## src/rtl/aca_csu_vl.sv

```systemverilog
// aca_csu_vl -- variable-latency ACA-CSU approximate adder.
//
// Each operation first produces a carry-speculated sum. Every block guesses
// its carry-in from the block below it, or from the MSB generate of the block
// two below when the block below fully propagates. The exact sum is computed
// alongside so the result can be flagged. In exact mode, a flagged result
// spends one extra cycle in FIX, where it is replaced by the exact sum of the
// held operands.
//
// Ports:
//   clk, rst_n            clock, synchronous active-low reset
//   in_valid / in_ready   operand handshake (a, b, mode)
//   a, b [WIDTH]          unsigned operands
//   mode                  0 = approximate only, 1 = correct on error
//   out_valid / out_ready result handshake
//   sum [WIDTH+1]         result, sum[WIDTH] is the carry-out
//   err                   speculative sum differed from exact a+b
//   corrected             sum came from a correction cycle
//   err_cnt [16]          saturating count of accepted ops with err=1

// One speculation block: exact BLK-bit add with a guessed carry-in. It also
// reports its own generate (carry-out with cin=0) and its group propagate.
module aca_csu_vl_blk #(
  parameter int BLK = 4
) (
  input  logic [BLK-1:0] a,
  input  logic [BLK-1:0] b,
  input  logic           cin,
  output logic [BLK-1:0] s,
  output logic           cout,
  output logic           gen,
  output logic           bp
);
  logic [BLK:0] t0, t1;

  assign t0   = {1'b0, a} + {1'b0, b};
  assign t1   = t0 + {{BLK{1'b0}}, cin};
  assign gen  = t0[BLK];
  assign bp   = &(a ^ b);
  assign s    = t1[BLK-1:0];
  assign cout = t1[BLK];
endmodule

module aca_csu_vl #(
  parameter int WIDTH = 32,
  parameter int BLK   = 4
) (
  input  logic             clk,
  input  logic             rst_n,
  input  logic             in_valid,
  output logic             in_ready,
  input  logic [WIDTH-1:0] a,
  input  logic [WIDTH-1:0] b,
  input  logic             mode,
  output logic             out_valid,
  input  logic             out_ready,
  output logic [WIDTH:0]   sum,
  output logic             err,
  output logic             corrected,
  output logic [15:0]      err_cnt
);
  localparam int NB = WIDTH / BLK;

  typedef enum logic [1:0] {EMPTY, FIX, HOLD} state_t;

  typedef struct packed {
    logic [WIDTH:0] sum;
    logic           err;
    logic           corrected;
  } rsp_t;

  state_t state, state_nx;
  rsp_t   rsp_q;
  logic   accept;

  logic [WIDTH-1:0] a_q, b_q;

  // ---------------- speculative adder ----------------
  logic [NB-1:0][BLK-1:0] ab, bb, sb;
  logic [NB-1:0]          cin, cout, gen, bp;
  logic [WIDTH-1:0]       g;
  logic [WIDTH:0]         spec_sum, exact_sum, fix_sum;
  logic                   spec_err;

  assign ab = a;
  assign bb = b;
  assign g  = a & b;

  for (genvar k = 0; k < NB; k++) begin : g_blk
    if (k == 0) begin : g_c0
      assign cin[k] = 1'b0;
    end else if (k == 1) begin : g_c1
      assign cin[k] = gen[0];
    end else begin : g_cn
      // When block k-1 fully propagates, its own generate is 0, so the guess
      // falls back to the MSB generate of block k-2.
      assign cin[k] = bp[k-1] ? g[k*BLK-BLK-1] : gen[k-1];
    end

    aca_csu_vl_blk #(.BLK(BLK)) u_blk (
      .a    (ab[k]),
      .b    (bb[k]),
      .cin  (cin[k]),
      .s    (sb[k]),
      .cout (cout[k]),
      .gen  (gen[k]),
      .bp   (bp[k])
    );
  end

  assign spec_sum  = {cout[NB-1], sb};
  assign exact_sum = {1'b0, a} + {1'b0, b};
  assign spec_err  = (spec_sum != exact_sum);
  assign fix_sum   = {1'b0, a_q} + {1'b0, b_q};

  // ---------------- control ----------------
  always_ff @(posedge clk) begin
    if (!rst_n) state <= EMPTY;
    else        state <= state_nx;
  end

  always_comb begin
    state_nx  = state;
    out_valid = 1'b0;
    in_ready  = 1'b0;
    case (state)
      EMPTY: in_ready = rst_n;
      FIX:   state_nx = HOLD;
      HOLD: begin
        out_valid = 1'b1;
        in_ready  = rst_n & out_ready;
        if (out_ready && !in_valid) state_nx = EMPTY;
      end
      default: state_nx = EMPTY;
    endcase
    accept = in_valid & in_ready;
    // Accepting overrides the per-state choice. This is also the
    // same-edge handoff from HOLD.
    if (accept) state_nx = (mode && spec_err) ? FIX : HOLD;
  end

  // ---------------- datapath ----------------
  always_ff @(posedge clk) begin
    if (!rst_n) begin
      rsp_q   <= '0;
      a_q     <= '0;
      b_q     <= '0;
      err_cnt <= '0;
    end else if (accept) begin
      a_q             <= a;
      b_q             <= b;
      rsp_q.sum       <= spec_sum;
      rsp_q.err       <= spec_err;
      rsp_q.corrected <= 1'b0;
      if (spec_err && err_cnt != 16'hFFFF) err_cnt <= err_cnt + 16'd1;
    end else if (state == FIX) begin
      rsp_q.sum       <= fix_sum;
      rsp_q.corrected <= 1'b1;
    end
  end

  assign sum       = rsp_q.sum;
  assign err       = rsp_q.err;
  assign corrected = rsp_q.corrected;
endmodule

```

## config.mk

```make
export PLATFORM = sky130hd
export DESIGN_NAME = aca_csu_vl
export DESIGN_NICKNAME = d
export VERILOG_FILES = /design/src/rtl/aca_csu_vl.sv
export SDC_FILE = /design/constraint.sdc
export NUM_CORES = 1
export LEC_CHECK = 0
export ABC_CLOCK_PERIOD_IN_PS = 8100
export BUFFER_PORTS_ARGS = -buffer_cell sky130_fd_sc_hd__buf_2
export CELL_PAD_IN_SITES_DETAIL_PLACEMENT = 0
export CELL_PAD_IN_SITES_GLOBAL_PLACEMENT = 2
export CORE_ASPECT_RATIO = 0.7
export CORE_UTILIZATION = 34
export DETAILED_ROUTE_END_ITERATION = 8
export GPL_ROUTABILITY_DRIVEN = 0
export PLACE_DENSITY = 0.86
export SYNTH_ARGS = -nofsm -noshare
export SYNTH_HDL_FRONTEND = slang
export SYNTH_SLANG_ARGS = --single-unit
```

## constraint.sdc

```tcl
create_clock -name clk -period 8.1 [get_ports clk]
set_clock_uncertainty 0.15 [all_clocks]
set_input_delay 2.025 -clock clk [delete_from_list [all_inputs] [get_ports clk]]
set_output_delay 2.025 -clock clk [all_outputs]
set_load 0.05 [all_outputs]
```

Word-level counts from Yosys, hierarchy flattened
Cells that the tools add are included.
{"block": "classes", "div_mod_pow": 0, "n_eq_ne": 6, "shifts": 0, "n_reduce_logical": 15, "muxes": 14, "n_lt_le_gt_ge": 0, "n_bitwise": 10, "n_mul": 0, "add_sub_neg": 18}
{"cell": "$add A32 B32 Y33", "n": 2}
{"cell": "$mux W33", "n": 2}
{"cell": "$add A4 B4 Y5", "n": 8}
{"cell": "$ne A33 B33 Y1", "n": 1}
{"cell": "$add A4 B1 Y4", "n": 6}
{"cell": "$and A24 B24 Y24", "n": 1}
{"cell": "$reduce_and A4 Y1", "n": 6}
{"cell": "$xor A4 B4 Y4", "n": 6}
{"cell": "$add A16 B1 Y16 const B", "n": 1}
{"cell": "$ne A16 B16 Y1 const B", "n": 1}
{"cell": "$mux W1", "n": 7}
{"cell": "$mux W2", "n": 3}
{"cell": "$pmux W2 S3", "n": 1}
{"cell": "$add A5 B1 Y5", "n": 1}
{"cell": "$reduce_and A2 Y1", "n": 2}
{"cell": "$logic_and A1 B1 Y1", "n": 3}
{"cell": "$ne A3 B3 Y1 const B", "n": 1}
{"cell": "$and A1 B1 Y1", "n": 2}
{"cell": "$eq A2 B1 Y1 const B", "n": 1}
{"cell": "$eq A2 B2 Y1 const B", "n": 1}
{"cell": "$logic_not A2 Y1", "n": 1}
{"cell": "$ne A2 B2 Y1 const B", "n": 1}
{"cell": "$pmux W1 S2", "n": 1}
{"cell": "$reduce_bool A2 Y1", "n": 1}
{"cell": "other kinds (3)", "n": 3}
{"block": "totals", "mem_bits_rw": 0, "latchBits": 0, "word_cells": 70, "out_inout_bits": 53, "inputBits": 69, "romBits": 0, "mem_count": 0, "ff_bits": 117}

Logic depth before layout (Yosys ltp)
Gate-level depths: netlist (run 1).
{"block": "logic_depth", "word_depth": 8, "mapped_depth": 20, "ltp_nobuf": 18}

By module
From an unflattened synthesis (run 1), not the netlist that was laid out.
{"block": "hier_totals", "hier_cells": 1361, "hier_area_um2": 10578.9}
{"module": "aca_csu_vl", "seq_area_each_um2": 2342.2, "area_per_inst_um2": 8697.1, "instances": 1, "cells_per_inst": 1145}
{"module": "aca_csu_vl_blk", "seq_area_each_um2": 0.0, "area_per_inst_um2": 235.2, "instances": 8, "cells_per_inst": 27}

Worst setup path after synthesis (run 1)
Ideal clock, no wire load.
{"block": "synth_timing", "path_kind": "input to register", "from": "in a[24]", "to": "reg err_cnt[6]", "setup_time_ns": 0.115, "slack_ns": 1.662, "arrival_time_ns": 6.173, "n_path_buf": 3, "stages": 19, "required_time_ns": 7.835, "path_cell_list": "ha_1 fa_1 clkbuf_1 a21o_1 a21oi_1 nand2_1 o21ai_0 fa_1 fa_1 xor2_1 o31ai_1 a2111o_1 or4_4 nor4_4 and4b_1 buf_4 buf_6 nor4_1 o21a_1"}
{"block": "synth_via", "elab_chain_len": 7, "elab_cells_between_ends": 10, "classes_between": "add/sub (4); eq/ne (1); mux (1); bitwise (1); reduce/logical (3)"}
{"item": "start: declaration", "line_no": "52", "source": "input logic [WIDTH-1:0] a,"}
{"item": "parallel branches: the longest is 4 deep, another holds $add A4 B4 Y5"}
{"item": "$ne A33 B33 Y1 (*)", "line_no": "113", "source": "assign spec_err = (spec_sum != exact_sum);"}
{"item": "$logic_and A1 B1 Y1 (*)", "line_no": "155", "source": "if (spec_err && err_cnt != 16'hFFFF) err_cnt <= err_cnt + 16'd1;"}
{"item": "$reduce_and A2 Y1 (no line) (*)"}
{"item": "end signal: assignment", "line_no": "155"}
{"item": "end: declaration", "line_no": "60", "source": "output logic [15:0] err_cnt"}
Mark *: on every way between the ends.
A chain may end at the register's enable or synchronous reset.

Worst setup path after layout (run 1)
{"block": "layout_timing", "from": "in a[24]", "to": "reg err_cnt[14]"}
Same word-level chain as after synthesis.

==> impl_metrics.toml, run 1 <==
[status]
status = "finished clean"

[min_path]
min_path_type = "flip-flop to flip-flop"
hold_depth = 2
hp-start = "b_q[18]"
min_to = "b_q[18]"

[timing]
rsz0062_at_grt = "false"
setup_ws_ns = 1.41
finalSetupViolCount = 0
fin_crit_sh_pct = 82.6
slew_violations = 0
hold_viol_final = 0
max_freq_mhz = 150
tns_ns = 0
finalCriticalPeriod_ns = 6.69
slew_headroom_pct = 34.5
worstMarginPinSlew_ns = 0.982

[setup_path]
r2r-end = "sum[32]"
crit_type = "primary input to flip-flop"
reg2reg_from = "a_q[0]"
crit_arrival_ns = 6.87
crit_fanout = 23
r2r_setup_slack_ns = 4.39
worst_setup_path_end_kind = "flip-flop"
crit_path_start_kind = "primary input"
r2r_cells = 14
crit_path_start = "a[24]"
critPathRequiredTime_ns = 8.29

[clock_network]
clk_pin_slew_ns = 0.06
ctsResizeCount = 0
insertion_delay_ns = 0.43
cts.sink_count = 117
cts-root-buf = "clkbuf_16"
cts-htree-levels = 4
cts_tree = "yes"
cts_buffers = 17
cts_setup_buffers = 0
cts_buffer_depth = 2
postCtsHoldBufs = 0

[global_route]
first_global_vias = 8974
grt_max_degree = 54
grt.total_usage_pct = 23.5
grt_pass1_wl_mm = 52.1
overflow = 0
antenna_found_initial = 0

[detailed_routing]
first_pass_iters = 5
ant_nets = 0
totalWireLength_mm = 33.2
drt_iter0_markers = 906
drc = 0
wl_per_cell_um = 19.5
num_vias = 9590
vias_per_cell = 5.63

[layout]
diodes = 0
drive_above_1_share_pct = 13.8
synthToLayoutAreaGrowth_pct = 15.2
nNetsFinal = 1481
layout_commonest_cell = "nand2_1"
final_cell_mix = "220 x nand2_1, 170 x a21oi_1, 121 x buf_2"

[yosys]
syn_avg_cell_area_sq_um = 7.52
synthFlopType = "dfxtp_1"
synth_nets = 1406
seq_area_frac_synth_pct = 24.9
synth-edff-count = 0
async_flop_share_pct = 0
synthDistinctLibCells = 82
postSynthCellCount = 1250
syn_area_sq_um = 9400
yosysWarnings = 0
ys_ff_latch = 117

[floorplan]
dieArea_sq_um = 28300
die_x_um = 201
core.rowCount = 50
initial_utilization_pct = 34.9
core_area_sq_um = 27000
die_height_um = 141
io_pins = 122

[power]
p_leak_nw = 4.66
cellPowerDensity_nw_per_um2 = 193
ir_drop_uv = 110

[placed_design]
dp_hpwl_mm = 25.6
pre_cts_ws_ns = 1.03
port_buffers = 121

[job]
cap_violations = 0
how the worst max path moves through the flow:
stage	to	cells past startpoint
after global placement	err_cnt[14]	18
after CTS	err_cnt[14]	18
after detailed placement	err_cnt[14]	18
after floorplan	err_cnt[6]	19
final	err_cnt[14]	18
after global routing	err_cnt[14]	18
critical path, stage by stage:
cell and delay, ns:
buf_2 0.11, ha_1 0.23, fa_1 0.54, a21o_1 0.22, a21oi_1 0.34, nand2_1 0.15, o21ai_0 0.15, fa_1 0.35
fa_1 0.48, xor2_1 0.28, o31ai_1 0.14, a2111o_1 0.29, or4_4 0.52, nor4_4 0.25, and4b_1 0.22, buf_4 0.26
nor2_2 0.07, a311oi_2 0.24
per-layer routing:
metal	GRT usage (%)	wire length (um)	up-vias	share of wire, %
met5	0	0	-	0
met4	5.58	493	0	1.5
met3	6.10	2730	29	8.2
met2	32.0	13000	311	39
met1	35.7	17000	4539	51
li1	-	-	4711	-
registers in the layout, indices dropped and copies added, names as in the netlist:
register,flops
state,2
err_cnt,16
sum,33
err,1
b_q,32
corrected,1
a_q,32
through the flow:
| stage | hold slack [ns] | instance area, sq um | util (%) | std cells | power (mW) |
|---|---|---|---|---|---|
| after global routing | 0.324 | 10800 | 40.2 | 1702 | 2.20 |
| after CTS | 0.308 | 10800 | 40.2 | 1702 | 2.10 |
| final | 0.307 | 10800 | 40.2 | 1702 | 2.09 |
| after detailed placement | 0.301 | 10200 | 37.9 | 1670 | 1.30 |
| after global placement | 0.294 | 10200 | 37.9 | 1670 | 1.30 |
| after floorplan | 0.290 | 9400 | - | 1250 | 1.11 |
cell usage after synthesis (all sizes together) (6+ instances only):
library cell,count,area (sq um)
nand2,221,830
a211o,7,61.3
o21ai,45,225
inv,29,109
xnor2,38,333
o221ai,7,61.3
fa,10,200
o22ai,10,62.6
xor2,25,219
nand2b,18,113
clkbuf,54,203
nor3,21,105
nor2,75,284
ha,77,963
o21a,11,82.6
nand3,27,135
a21oi,170,851
nand4,26,163
dfxtp,117,2340
a211oi,13,103
o31ai,10,75.1
and2,7,46.3
o211ai,11,92.6
mux2i,12,120
o311ai,7,61.3
nor2b,10,62.6
a21o,37,278
a22oi,13,97.6
and3,15,93.8
buf,19,109
a31oi,8,50.1
a221oi,8,70.1
o41ai,6,52.6
nor4,10,77.6
layout make-up:
cell class | count | area (sq um)
Fill cell | 2826 | 16100
Clock buffer | 18 | 439
Multi-Input combinational cell | 1031 | 6650
Timing Repair Buffer | 129 | 666
Tap cell | 364 | 455
Clock inverter | 14 | 175
Inverter | 29 | 109
Sequential cell | 117 | 2340
cells by family after synthesis:
family / count (synthesis) / share of synthesized area (%)
DFF: 117 / 24.9
buffers and inverters: 102 / 4.47
and+or+nand+nor: 465 / 23.4
adders and majority gates: 87 / 12.4
xor gates and xnor gates: 63 / 5.87
muxes: 13 / 1.44
AOI/OAI and AO/OA: 403 / 27.5
power breakdown:
group | switching, mW | leakage (nW) | total, mW | internal [mW]
Sequential | 0.0229 | 0.955 | 0.631 | 0.609
Combinational | 0.436 | 3.40 | 0.667 | 0.231
Clock | 0.300 | 0.305 | 0.796 | 0.495
(Power assumes the default switching activity.)
==> run 2, diff against run 1 <==
==> config.mk (replaced) <==
export PLATFORM = sky130hd
export DESIGN_NAME = aca_csu_vl
export DESIGN_NICKNAME = d
export VERILOG_FILES = /design/src/rtl/aca_csu_vl.sv
export SDC_FILE = /design/constraint.sdc
export NUM_CORES = 1
export LEC_CHECK = 0
export ABC_AREA = 1
export ABC_CLOCK_PERIOD_IN_PS = 6000
export BUFFER_PORTS_ARGS = -buffer_cell sky130_fd_sc_hd__buf_2
export CELL_PAD_IN_SITES_DETAIL_PLACEMENT = 0
export CELL_PAD_IN_SITES_GLOBAL_PLACEMENT = 2
export CORE_ASPECT_RATIO = 0.7
export CORE_UTILIZATION = 29
export DETAILED_ROUTE_END_ITERATION = 8
export GPL_ROUTABILITY_DRIVEN = 0
export PLACE_DENSITY = 0.83
export SYNTH_ARGS = -nofsm -noshare
export SYNTH_HDL_FRONTEND = slang
export SYNTH_SLANG_ARGS = --single-unit
==> constraint.sdc (replaced) <==
create_clock -name clk -period 6 [get_ports clk]
set_clock_uncertainty 0.15 [all_clocks]
set_input_delay 1.5 -clock clk [delete_from_list [all_inputs] [get_ports clk]]
set_output_delay 1.5 -clock clk [all_outputs]
set_load 0.05 [all_outputs]
==> impl_metrics.toml, run 2 <==
[yosys]
postSynthCellCount = 1612
async_flop_share_pct = 0
synthDistinctLibCells = 46
ys_ff_latch = 117
yosysTopAreaCell = "dfxtp_1"
synth_nets = 1768
synth_top_area_share_pct = 23.6
yosysMostFrequentCell = "nand2_1"
synth.area.top_cells = "dfxtp_1 24%, nand2_1 21%, ha_1 9.7%, a21oi_1 8.2%, inv_1 6.9%"
synthTopCellsByCount = "543 x nand2_1, 183 x inv_1, 162 x a21oi_1"
synthSimpleGateAreaFrac_pct = 35.4
syn_avg_cell_area_sq_um = 6.16
syn_area_sq_um = 9920
synthFlopType = "dfxtp_1"
seq_area_frac_synth_pct = 23.6
synth-adder-area-share_pct = 11.7
synth_xor_area_share_pct = 4.41
yosysWarnings = 0
synth-edff-count = 0
synth-compound-area-share_pct = 16.0
muxShareOfSynthArea_pct = 0
synth_top_family_by_area = "simple AND/OR/NAND/NOR gates"

[global_route]
grt_pass1_wl_mm = 58.9
grt_max_degree = 67
overflow = 0
grt.total_usage_pct = 22.2
antenna_found_initial = 0
first_global_vias = 10100

[clock_network]
clk_pin_slew_ns = 0.06
ctsResizeCount = 0
cts_buffer_depth = 2
cts_buffers = 17
cts.sink_count = 117
cts-htree-levels = 4
postCtsHoldBufs = 0
insertion_delay_ns = 0.43
cts_tree = "yes"
cts_setup_buffers = 0
cts-root-buf = "clkbuf_16"

[detailed_routing]
num_vias = 10900
drc = 0
wl_per_cell_um = 17.9
totalWireLength_mm = 38.7
vias_per_cell = 5.05
ant_nets = 0
first_pass_iters = 5
drt_iter0_markers = 904

[layout]
final_cell_mix = "542 x nand2_1, 181 x inv_1, 162 x a21oi_1"
top_register = "sum"
largest_register_ffs = 33
finish.utilization_pct = 34.6
synthToLayoutAreaGrowth_pct = 17.1
drive_above_1_share_pct = 11.1
diodes = 0
nNetsFinal = 1874
largestRegisters = "sum x33, a_q x32, b_q x32"
layout_commonest_cell = "nand2_1"
fin_area_sq_um = 11600

[timing]
finalSetupViolCount = 0
slew_headroom_pct = 26.5
fin_crit_sh_pct = 85.0
worstMarginPinSlew_ns = 1.10
hold_viol_final = 0
tns_ns = 0
finalCriticalPeriod_ns = 5.10
rsz0062_at_grt = "false"
slew_violations = 0
max_freq_mhz = 196
setup_ws_ns = 0.898

[min_path]
min_path_type = "flip-flop to flip-flop"

[placed_design]
placed_area_sq_um = 11000
pre_cts_ws_ns = 0.438
port_buffers = 121
dp_hpwl_mm = 31.4

[setup_path]
critical_path.top_delay_family = "simple AND/OR/NAND/NOR gates"
path_cells = "buf_2 -> ha_1 -> fa_1 -> a21oi_1 -> o21ai_0 -> ha_1 -> ha_1 -> xnor2_1 -> nand3b_1 -> nand2_1 -> nor2_1 -> nand3_1 -> nor2_1 -> nand3_1 -> nor2_2 -> nand2_4 -> nand3_4 -> nand2_1 -> a21oi_1"
crit_type = "primary input to flip-flop"
max_stage_delay_ns = 0.49
crit_fanout = 18
crit_arrival_ns = 5.31
worst_setup_path_end_kind = "flip-flop"
path_common_cell = "ha_1"
crit_slowest_cell = "fa_1"
crit_path_start_kind = "primary input"
worst-path-buf-inv = 1
critPathRequiredTime_ns = 6.21

[power]
cellPowerDensity_nw_per_um2 = 246
ir_drop_uv = 207
p_total_mw = 2.86
p_leak_nw = 5.61

[status]
status = "finished clean"

[floorplan]
core_area_sq_um = 33600
io_pins = 122
initial_utilization_pct = 29.6
die_x_um = 223
core.rowCount = 56
die_height_um = 157
dieArea_sq_um = 35000

[job]
cap_violations = 0
[run 2: where the power goes]
group          switching, mW  total [mW]  internal (mW)
logic                  0.608       0.885          0.277
registers             0.0308       0.853          0.823
clock network          0.402        1.12          0.716
total                   1.04        2.86           1.82
[run 2: worst paths after layout]
kind	from	to	slack (ns)	cells past startpoint
setup / recovery	a[8]	err_cnt[10]	0.90	19
setup reg to reg	a_q[11]	sum[32]	2.92	9
hold reg to reg	b_q[27]	b_q[27]	0.32	2
hold / removal	b_q[27]	b_q[27]	0.32	2
[run 2: cell families after synthesis]
| kind of cell | count (synthesis) |
|---|---|
| buffers and inverters | 228 |
| XOR/XNOR | 50 |
| AO/OA/AOI/OAI | 286 |
| adder cells (fa/ha/maj) | 87 |
| flip-flops | 117 |
| AND/OR/NAND/NOR | 844 |
[run 2: layout make-up]
| cell class | count | area, sq um |
|---|---|---|
| timing repair buffer | 131 | 693 |
| inverter | 184 | 692 |
| sequential | 117 | 2340 |
| fill | 3730 | 21900 |
| clock buffer | 20 | 457 |
| tap | 435 | 544 |
| clock inverter | 12 | 176 |
| multi-input combinational | 1267 | 6710 |
[run 2: worst register-to-register path, stage by stage, from the launching register on]
cell	delay (ns)
dfxtp_1	0.32
ha_1	0.44
nand2_1	0.21
nor4_1	0.69
a21oi_1	0.34
o211ai_1	0.43
nand2_1	0.12
nand3b_1	0.10
nand2_1	0.05
a31oi_1	0.15
[run 2: metrics by stage]
stage               hold WS [ns]  cells
detailed placement         0.310   2134
floorplan                  0.299   1612
global placement           0.308   2134
CTS                        0.319   2166
finish                     0.320   2166
global route               0.333   2166
[run 2: layer usage]
| layer | wire (um) | track usage [%] |
|---|---|---|
| met1 | 19900 | 33.4 |
| met2 | 15700 | 32.2 |
| met3 | 2510 | 3.55 |
| met4 | 628 | 5.98 |
| met5 | 0 | 0 |
